`config.mk`:
```
export PLATFORM = sky130hd
export DESIGN_NAME = demosaic_stream_ctrl
export DESIGN_NICKNAME = d
export VERILOG_FILES = /design/src/rtl/demosaic_pkg.sv /design/src/rtl/dmsc_axis_reg.sv /design/src/rtl/demosaic_stream_ctrl.sv
export SDC_FILE = /design/constraint.sdc
export NUM_CORES = 1
export LEC_CHECK = 0
export ABC_CLOCK_PERIOD_IN_PS = 4100
export CAP_MARGIN = 40
export CORE_MARGIN = 2
export CORE_UTILIZATION = 48
export DETAILED_ROUTE_END_ITERATION = 7
export PLACE_DENSITY = 0.74
export SYNTH_ARGS = -nofsm -noshare
export SYNTH_HDL_FRONTEND = slang
export SYNTH_SLANG_ARGS = --single-unit
```
`constraint.sdc`:
```
create_clock -name clk -period 4.1 [get_ports clk]
set_input_delay 0.82 -clock clk [delete_from_list [all_inputs] [get_ports clk]]
set_output_delay 0.82 -clock clk [all_outputs]
set_load 0.03 [all_outputs]
```
`src/rtl/demosaic_pkg.sv`:
```
// Shared constants and FSM encoding for the Bayer demosaic front end and kernel wrappers.
package demosaic_pkg;

    localparam int unsigned DW          = 8;
    localparam int unsigned CW          = 12;
    localparam int unsigned MAX_W       = 2048;
    localparam int unsigned FLUSH_LINES = 2;

    typedef enum logic [2:0] {
        StIdle,
        StWaitSof,
        StActive,
        StFlush,
        StDone
    } state_e;

endpackage

```
`src/rtl/dmsc_axis_reg.sv`:
```
// Single-stage AXI-stream register slice; in_ready is high whenever the slot is empty or draining.
module dmsc_axis_reg
    import demosaic_pkg::*;
#(
    parameter int unsigned W = DW + 2
) (
    input  logic         clk,
    input  logic         rst,
    input  logic         in_valid,
    input  logic [W-1:0] in_data,
    output logic         in_ready,
    output logic         out_valid,
    output logic [W-1:0] out_data,
    input  logic         out_ready
);

    logic         valid_q;
    logic [W-1:0] data_q;

    assign in_ready  = !valid_q | out_ready;
    assign out_valid = valid_q;
    assign out_data  = data_q;

    always_ff @(posedge clk) begin
        if (rst) begin
            valid_q <= 1'b0;
            data_q  <= '0;
        end else if (in_ready) begin
            valid_q <= in_valid;
            if (in_valid) begin
                data_q <= in_data;
            end
        end
    end

endmodule

```
`src/rtl/demosaic_stream_ctrl.sv`:
```
// Frame sequencer ahead of the 3x3 demosaic kernel: SOF lock, regenerated framing, zero-line flush.
// Optional input-tlast checking is built when DMSC_LINE_CHECK_EN is defined.
module demosaic_stream_ctrl
    import demosaic_pkg::*;
(
    input  logic          clk,
    input  logic          rst,
    input  logic          cfg_start,
    input  logic          cfg_stop,
    input  logic [CW-1:0] cfg_width,
    input  logic [CW-1:0] cfg_height,
    input  logic          cfg_continuous,
    input  logic          s_axis_tvalid,
    input  logic          s_axis_tuser,
    input  logic          s_axis_tlast,
    input  logic [DW-1:0] s_axis_tdata,
    output logic          s_axis_tready,
    output logic          m_axis_tvalid,
    output logic          m_axis_tuser,
    output logic          m_axis_tlast,
    output logic [DW-1:0] m_axis_tdata,
    input  logic          m_axis_tready,
    output logic          busy,
    output logic          frame_done,
    output logic          err_sof,
`ifdef DMSC_LINE_CHECK_EN
    output logic          err_line,
    output logic [15:0]   err_line_cnt,
`endif
    output logic [15:0]   drop_cnt
);

    state_e        state_q, state_d;
    logic [CW-1:0] width_q, height_q;
    logic          cont_q;
    logic          stop_pend_q, stop_pend_d;
    logic [CW-1:0] col_q, col_d, row_q, row_d;
    logic          err_sof_q, err_sof_d;
    logic [15:0]   drop_q, drop_d;

    logic          reg_free, push, pix_adv, s_ready;
    logic [DW+1:0] push_data, m_word;
    logic [CW-1:0] eff_col, eff_row;
    logic          gen_last, last_row;

    // A tuser pixel always restarts framing at the origin.
    assign eff_col  = s_axis_tuser ? '0 : col_q;
    assign eff_row  = s_axis_tuser ? '0 : row_q;
    assign gen_last = (eff_col == width_q - CW'(1));
    assign last_row = (eff_row == height_q - CW'(1));

`ifdef DMSC_LINE_CHECK_EN
    logic        line_err_q, line_err_d;
    logic [15:0] line_cnt_q, line_cnt_d;
    logic        line_bad_q, line_bad_d;
`else
    logic unused_tlast;
    assign unused_tlast = s_axis_tlast;
`endif

    always_comb begin
        state_d     = state_q;
        stop_pend_d = stop_pend_q | cfg_stop;
        col_d       = col_q;
        row_d       = row_q;
        err_sof_d   = err_sof_q;
        drop_d      = drop_q;
        s_ready     = 1'b0;
        push        = 1'b0;
        pix_adv     = 1'b0;
        push_data   = '0;
`ifdef DMSC_LINE_CHECK_EN
        line_err_d  = line_err_q;
        line_cnt_d  = line_cnt_q;
        line_bad_d  = line_bad_q;
`endif
        case (state_q)
            StIdle: begin
                stop_pend_d = 1'b0;
                if (cfg_start) begin
                    state_d   = StWaitSof;
                    err_sof_d = 1'b0;
                    drop_d    = '0;
                    col_d     = '0;
                    row_d     = '0;
`ifdef DMSC_LINE_CHECK_EN
                    line_err_d = 1'b0;
                    line_cnt_d = '0;
                    line_bad_d = 1'b0;
`endif
                end
            end
            StWaitSof: begin
                // Non-SOF pixels are always drained; the SOF pixel waits for a free output slot.
                s_ready = !(s_axis_tvalid & s_axis_tuser) | reg_free;
                if (s_axis_tvalid) begin
                    if (!s_axis_tuser) begin
                        if (drop_q != 16'hFFFF) begin
                            drop_d = drop_q + 16'd1;
                        end
                    end else if (reg_free) begin
                        state_d = StActive;
                        pix_adv = 1'b1;
`ifdef DMSC_LINE_CHECK_EN
                        line_bad_d = 1'b0;
`endif
                    end
                end
            end
            StActive: begin
                s_ready = reg_free;
                if (s_axis_tvalid && reg_free) begin
                    pix_adv = 1'b1;
                    if (s_axis_tuser && (row_q != '0 || col_q != '0)) begin
                        err_sof_d = 1'b1;
                    end
`ifdef DMSC_LINE_CHECK_EN
                    // One count per line: an early tlast suppresses the later missing-tlast hit.
                    if ((s_axis_tlast && !gen_last) || (gen_last && !s_axis_tlast
                                                        && !(line_bad_q && !s_axis_tuser))) begin
                        line_err_d = 1'b1;
                        if (line_cnt_q != 16'hFFFF) begin
                            line_cnt_d = line_cnt_q + 16'd1;
                        end
                    end
                    line_bad_d = s_axis_tlast && !gen_last;
                    if (!gen_last && !s_axis_tlast && !s_axis_tuser) begin
                        line_bad_d = line_bad_q;
                    end
`endif
                end
            end
            StFlush: begin
                push      = 1'b1;
                push_data = {1'b0, (col_q == width_q - CW'(1)), {DW{1'b0}}};
                if (reg_free) begin
                    if (col_q == width_q - CW'(1)) begin
                        col_d = '0;
                        if (row_q == CW'(FLUSH_LINES - 1)) begin
                            row_d   = '0;
                            state_d = StDone;
                        end else begin
                            row_d = row_q + CW'(1);
                        end
                    end else begin
                        col_d = col_q + CW'(1);
                    end
                end
            end
            StDone: begin
                if (cont_q && !(stop_pend_q || cfg_stop)) begin
                    state_d = StWaitSof;
                end else begin
                    state_d     = StIdle;
                    stop_pend_d = 1'b0;
                end
            end
            default: state_d = StIdle;
        endcase

        if (pix_adv) begin
            push      = 1'b1;
            push_data = {(eff_row == '0 && eff_col == '0), gen_last, s_axis_tdata};
            if (gen_last) begin
                col_d = '0;
                if (last_row) begin
                    row_d   = '0;
                    state_d = StFlush;
                end else begin
                    row_d = eff_row + CW'(1);
                end
            end else begin
                col_d = eff_col + CW'(1);
                row_d = eff_row;
            end
        end
    end

    always_ff @(posedge clk) begin
        if (rst) begin
            state_q     <= StIdle;
            width_q     <= '0;
            height_q    <= '0;
            cont_q      <= 1'b0;
            stop_pend_q <= 1'b0;
            col_q       <= '0;
            row_q       <= '0;
            err_sof_q   <= 1'b0;
            drop_q      <= '0;
        end else begin
            state_q     <= state_d;
            stop_pend_q <= stop_pend_d;
            col_q       <= col_d;
            row_q       <= row_d;
            err_sof_q   <= err_sof_d;
            drop_q      <= drop_d;
            if (state_q == StIdle && cfg_start) begin
                width_q  <= cfg_width;
                height_q <= cfg_height;
                cont_q   <= cfg_continuous;
            end
        end
    end

`ifdef DMSC_LINE_CHECK_EN
    always_ff @(posedge clk) begin
        if (rst) begin
            line_err_q <= 1'b0;
            line_cnt_q <= '0;
            line_bad_q <= 1'b0;
        end else begin
            line_err_q <= line_err_d;
            line_cnt_q <= line_cnt_d;
            line_bad_q <= line_bad_d;
        end
    end

    assign err_line     = line_err_q;
    assign err_line_cnt = line_cnt_q;
`endif

    dmsc_axis_reg #(
        .W(DW + 2)
    ) u_out_reg (
        .clk      (clk),
        .rst      (rst),
        .in_valid (push),
        .in_data  (push_data),
        .in_ready (reg_free),
        .out_valid(m_axis_tvalid),
        .out_data (m_word),
        .out_ready(m_axis_tready)
    );

    assign {m_axis_tuser, m_axis_tlast, m_axis_tdata} = m_word;

    assign s_axis_tready = s_ready;
    assign busy          = (state_q != StIdle);
    assign frame_done    = (state_q == StDone);
    assign err_sof       = err_sof_q;
    assign drop_cnt      = drop_q;

endmodule
```
# After elaboration in Yosys (flattened, before gate mapping)
# Cells that the tools add are included.
totals:
  elab_cells: 112
  register_bits: 81
op_classes:
  eq_ne: 18
  addsub: 7
  n_reduce_logical: 24
  bitwise_logic: 4
  mux: 48
op_table:
  columns: ["cell", "n"]
  rows:
  - ["$mux W12", 13]
  - ["$mux W16", 4]
  - ["$add A12 B1 Y12 const B", 4]
  - ["$pmux W12 S2", 2]
  - ["$eq A12 B12 Y1", 3]
  - ["$pmux W16 S2", 1]
  - ["$mux W3", 10]
  - ["$logic_not A12 Y1", 2]
  - ["$reduce_bool A12 Y1", 2]
  - ["$sub A12 B1 Y12 const B", 2]
  - ["$add A16 B1 Y16 const B", 1]
  - ["$ne A16 B16 Y1 const B", 1]
  - ["$pmux W3 S5", 1]
  - ["$eq A12 B1 Y1 const B", 1]
  - ["$ne A2 B2 Y1 const B", 6]
  - ["$mux W1", 11]
  - ["$mux W10", 1]
  - ["$mux W9", 1]
  - ["$ne A3 B3 Y1 const B", 3]
  - ["$pmux W1 S2", 4]
  - ["$reduce_and A4 Y1", 2]
  - ["$eq A3 B2 Y1 const B", 2]
  - ["$reduce_bool A3 Y1", 2]
  - ["$logic_and A1 B1 Y1", 5]
  - ["other kinds (11)", 17]

# Logic depth before layout (Yosys ltp)
logic_depth:
  depth_word: 9
  ltp_mapped: 13
  ltp_nobuf: 12

# By module
# Synthesis repeated with hierarchy kept, for this count alone.
hier_totals:
  cells_unflattened: 811
  area_unflattened_um2: 6054.6
by_module_without_submodules:
  columns: ["module", "seq_area_each_um2", "n_inst", "cells_each", "area_each_um2"]
  rows:
  - ["demosaic_stream_ctrl", 1401.3, 1, 762, 5550.3]
  - ["dmsc_axis_reg", 220.2, 1, 49, 504.2]

# Least setup slack after synthesis
# No wires, ideal clock.
synth_timing:
  path_kind: "register -> register"
  from: "register width_q[0]"
  to: "register row_q[10]"
  stages_incl_launch_ff: 13
  required_time_ns: 3.980
  n_path_buf: 2
  t_arrival_ns: 3.242
  setup_slack_ns: 0.738
  path_cell_list: "dfxtp_1 inv_1 ha_1 or3b_1 clkbuf_1 or3_1 xnor2_1 or4_1 a311oi_2 and3_1 buf_2 o31ai_1 o31a_1"
synth_via:
  elab_chain_cells: 4
  elab_cells_between_ends: 7
synth_rtl:
  columns: ["element", "line_no", "rtl"]
  rows:
  - ["start: declaration", "demosaic_stream_ctrl.sv:34", "logic [CW-1:0] width_q, height_q;"]
  - ["start signal: assignment", "demosaic_stream_ctrl.sv:198", "width_q <= cfg_width;"]
  - ["$sub A12 B1 Y12 (*)", "demosaic_stream_ctrl.sv:49, demosaic_stream_ctrl.sv:137", null]
  - ["$eq A12 B12 Y1 (on tied branches)", "demosaic_stream_ctrl.sv:137, demosaic_stream_ctrl.sv:49", null]
  - ["$ne A3 B3 Y1 (no source line) / $mux W12 (equally long branches)", null, null]
  - ["$reduce_and A4 Y1 (no source line) / $mux W12 (equally long branches)", null, null]
  - ["end signal: assignment", "demosaic_stream_ctrl.sv:194", "row_q <= row_d;"]
  - ["end: declaration", "demosaic_stream_ctrl.sv:37", "logic [CW-1:0] col_q, col_d, row_q, row_d;"]
# Every way passes the cells marked *; elsewhere a longest branch is shown, timed or not.
# A chain may end at the register's enable or synchronous reset.

# Worst setup path in the final report
layout_timing:
  from: "register width_q[0]"
  to: "register row_q[5]"
# Same word-level chain as after synthesis.

==> flow_metrics.py <==
metrics = {
    "layout": {
        "diodes": 0,
        "final_common_cell": "nand2_1",
        "area_delta_synth_final_pct": 19.6,
        "drive_gt1_frac": 0.0573,
        "final_cell_mix": "118 x nand2_1, 81 x dfxtp_1, 72 x nor2_1, 69 x clkdlybuf4s50_1, 51 x a21oi_1",
        "nets": 851,
        "num-fill-cells": 1022,
    },
    "global_route": {
        "overflow": 0,
        "grt_pass1_vias": 5395,
        "grt_start_max_net_pins": 56,
        "grt_usage": 0.251,
        "grt_antenna_before_repair": 0,
        "grt_pass1_wl_mm": 25.8,
    },
    "clock_tree": {
        "ctsResizeCount": 0,
        "path_clk_slew_ns": 0.06,
        "post_cts_buffers": 0,
        "cts.sinks": 81,
        "clock_latency_ns": 0.36,
        "cts.path.max_buffers": 2,
        "cts_buffers": 9,
        "cts_tree": "yes",
        "cts_root_buf": "clkbuf_16",
        "htreeDepth": 3,
        "ctsHoldBuffers": 0,
    },
    "place": {
        "dp_slack_ns": 0.257,
        "hpwl_mm": 10.9,
        "io_buffers": 70,
        "gp_congestion": 0.889,
    },
    "synth": {
        "syn-cell-area_um2": 5510,
        "yosysSeqAreaShare": 0.295,
        "ys_warn_count": 0,
        "async_flop_share": 0,
        "yosys.area.top_type": "dfxtp_1",
        "yosys-top-cells-area": "dfxtp_1 29%, nand2_1 8.0%, nor2_1 4.9%, a21oi_1 4.6%, xnor2_1 4.0%",
        "ys_types": 71,
        "syn-num-nets": 804,
        "synth_top_area_share": 0.295,
        "syn-instance-count": 751,
        "synth.ff_latch_count": 81,
        "synth_edf_count": 0,
        "synth_area_per_cell_um2": 7.33,
        "yosys_most_used_dff": "dfxtp_1",
    },
    "critical_path": {
        "cp_max_fo": 9,
        "cp_data_required_time_ns": 4.34,
        "rr_worst_depth": 11,
        "cpMaxStageDelayCell": "or4_1",
        "slowest_delay_ns": 0.49,
        "arrival_ns": 4.08,
        "crit_cells": 11,
        "critPathKind": "flop to flop",
        "crit_path_frequent_cell": "a32o_1",
        "cp_cell_sequence": "inv_1 > ha_1 > or3b_1 > or3_1 > xnor2_1 > or4_1 > a311oi_2 > and3_1 > o21ai_0 > a32o_1 > a32o_1",
        "critPathBufInv": 1,
        "start_kind": "flop",
        "cp_top_family": "simple AND/OR/NAND/NOR gates",
        "cp-end-kind": "flop",
    },
    "pwr": {
        "p_leak_nw": 2.39,
        "power_density_nw_per_um2": 323,
        "power.total_mw": 2.13,
        "ir_drop_mv": 0.212,
    },
    "timing": {
        "worstMarginPinSlew_ns": 0.939,
        "skew_ns": 0.0124,
        "finalHoldViolations": 0,
        "period_share": 0.937,
        "fin_ws_ns": 0.259,
        "setup_viol": 0,
        "slew_viol_final": 0,
        "max_freq_mhz": 260,
        "min_period_ns": 3.84,
        "slew_headroom": 0.368,
        "fin_tns_setup_ns": 0,
        "rsz0062_at_grt": "false",
    },
    "die": {
        "fp.dieH_um": 111,
        "dieArea_um2": 12300,
        "die_w_um": 111,
        "start_util": 0.486,
        "rows": 39,
        "io_pins": 72,
        "core_area_um2": 11300,
    },
    "job": {
        "cap_violations": 0,
    },
    "drt": {
        "drt_iter0_drc": 371,
        "vias_per_cell": 5.96,
        "routed-via-count": 5635,
        "drtPass1Iterations": 5,
        "detail_route.wirelength_mm": 15.2,
        "wl_per_cell_um": 16.1,
        "ant_nets": 0,
        "drc": 0,
    },
    "run_status": {
        "status": "finished clean",
    },
    "worst_hold_path": {
        "whs_path_depth": 2,
        "holdCritPathClass": "flop to flop",
    },
}
==> sequential cells by signal, indices dropped and copies added, names as in the netlist <==
name,count
cont_q,1
err_sof,1
row_q,12
col_q,12
state_q,3
stop_pend_q,1
u_out_reg.out_valid,1
height_q,12
width_q,12
u_out_reg.out_data,10
drop_cnt,16
==> worst min-delay path, cell delays in order (launching register included) <==
cell     delay (ns)
dfxtp_1        0.31
nand2_1        0.05
a21oi_1        0.05
==> where the power goes <==
part | switching, mW | total [mW] | internal, mW | leakage, nW
Clock | 0.368 | 0.802 | 0.435 | 0.140
Sequential | 0.0428 | 0.858 | 0.815 | 0.658
Combinational | 0.261 | 0.466 | 0.204 | 1.60
==> per-stage QoR <==
step	utilization	cells	hold slack [ns]	area, µm²
2_1_floorplan	-	751	0.436	5510
4_1_cts	0.582	946	0.458	6580
5_1_grt	0.582	946	0.477	6580
3_3_place_gp	0.556	930	0.448	6300
3_5_place_dp	0.556	930	0.448	6300
6_report	0.582	946	0.454	6580
==> per-layer routing <==
layer / part of all wire / track usage
met1: 0.44 / 0.314
met2: 0.48 / 0.423
met3: 0.053 / 0.0394
met4: 0.028 / 0.120
met5: 0 / 0
==> cell families after synthesis <==
logic type,synth area share
and+or+nand+nor,0.316
AOI/OAI and AO/OA,0.206
DFF,0.295
buffers and inverters,0.0548
xor gates and xnor gates,0.0925
adders and majority gates,0.0273
muxes,0.00909
==> synth_stat cells (8+ instances only) <==
cell      instances
nand2b_1         13
a21oi_1          51
nand3_1          24
a22oi_1          11
and3_1           12
xor2_1           21
inv_1            25
dfxtp_1          81
xnor2_1          25
nand4_1          10
ha_1             12
or3_1            20
clkbuf_1         45
nor2b_1           8
o21ai_0          29
nor2_1           72
nor3_1           22
nand2_1         118
a31oi_1          20
o211ai_1         12
nor4_1           13
==> cell type report <==
type / count / area, µm² / share of cell area
multi-input combinational: 594 / 3590 / 0.545
sequential: 81 / 1620 / 0.246
timing repair buffer: 85 / 808 / 0.123
clock buffer: 10 / 239 / 0.0363
tap: 143 / 179 / 0.0272
inverter: 27 / 101 / 0.0154
clock inverter: 6 / 47.5 / 0.00722
==> final timing paths <==
kind / startpoint / to / slack [ns]
max reg2reg: width_q[0] / row_q[5] / 0.26
max: width_q[0] / row_q[5] / 0.26
min: u_out_reg.out_data[9] / u_out_reg.out_data[9] / 0.45
min reg2reg: u_out_reg.out_data[9] / u_out_reg.out_data[9] / 0.45
No activity file was read; power rests on OpenSTA's default activity.
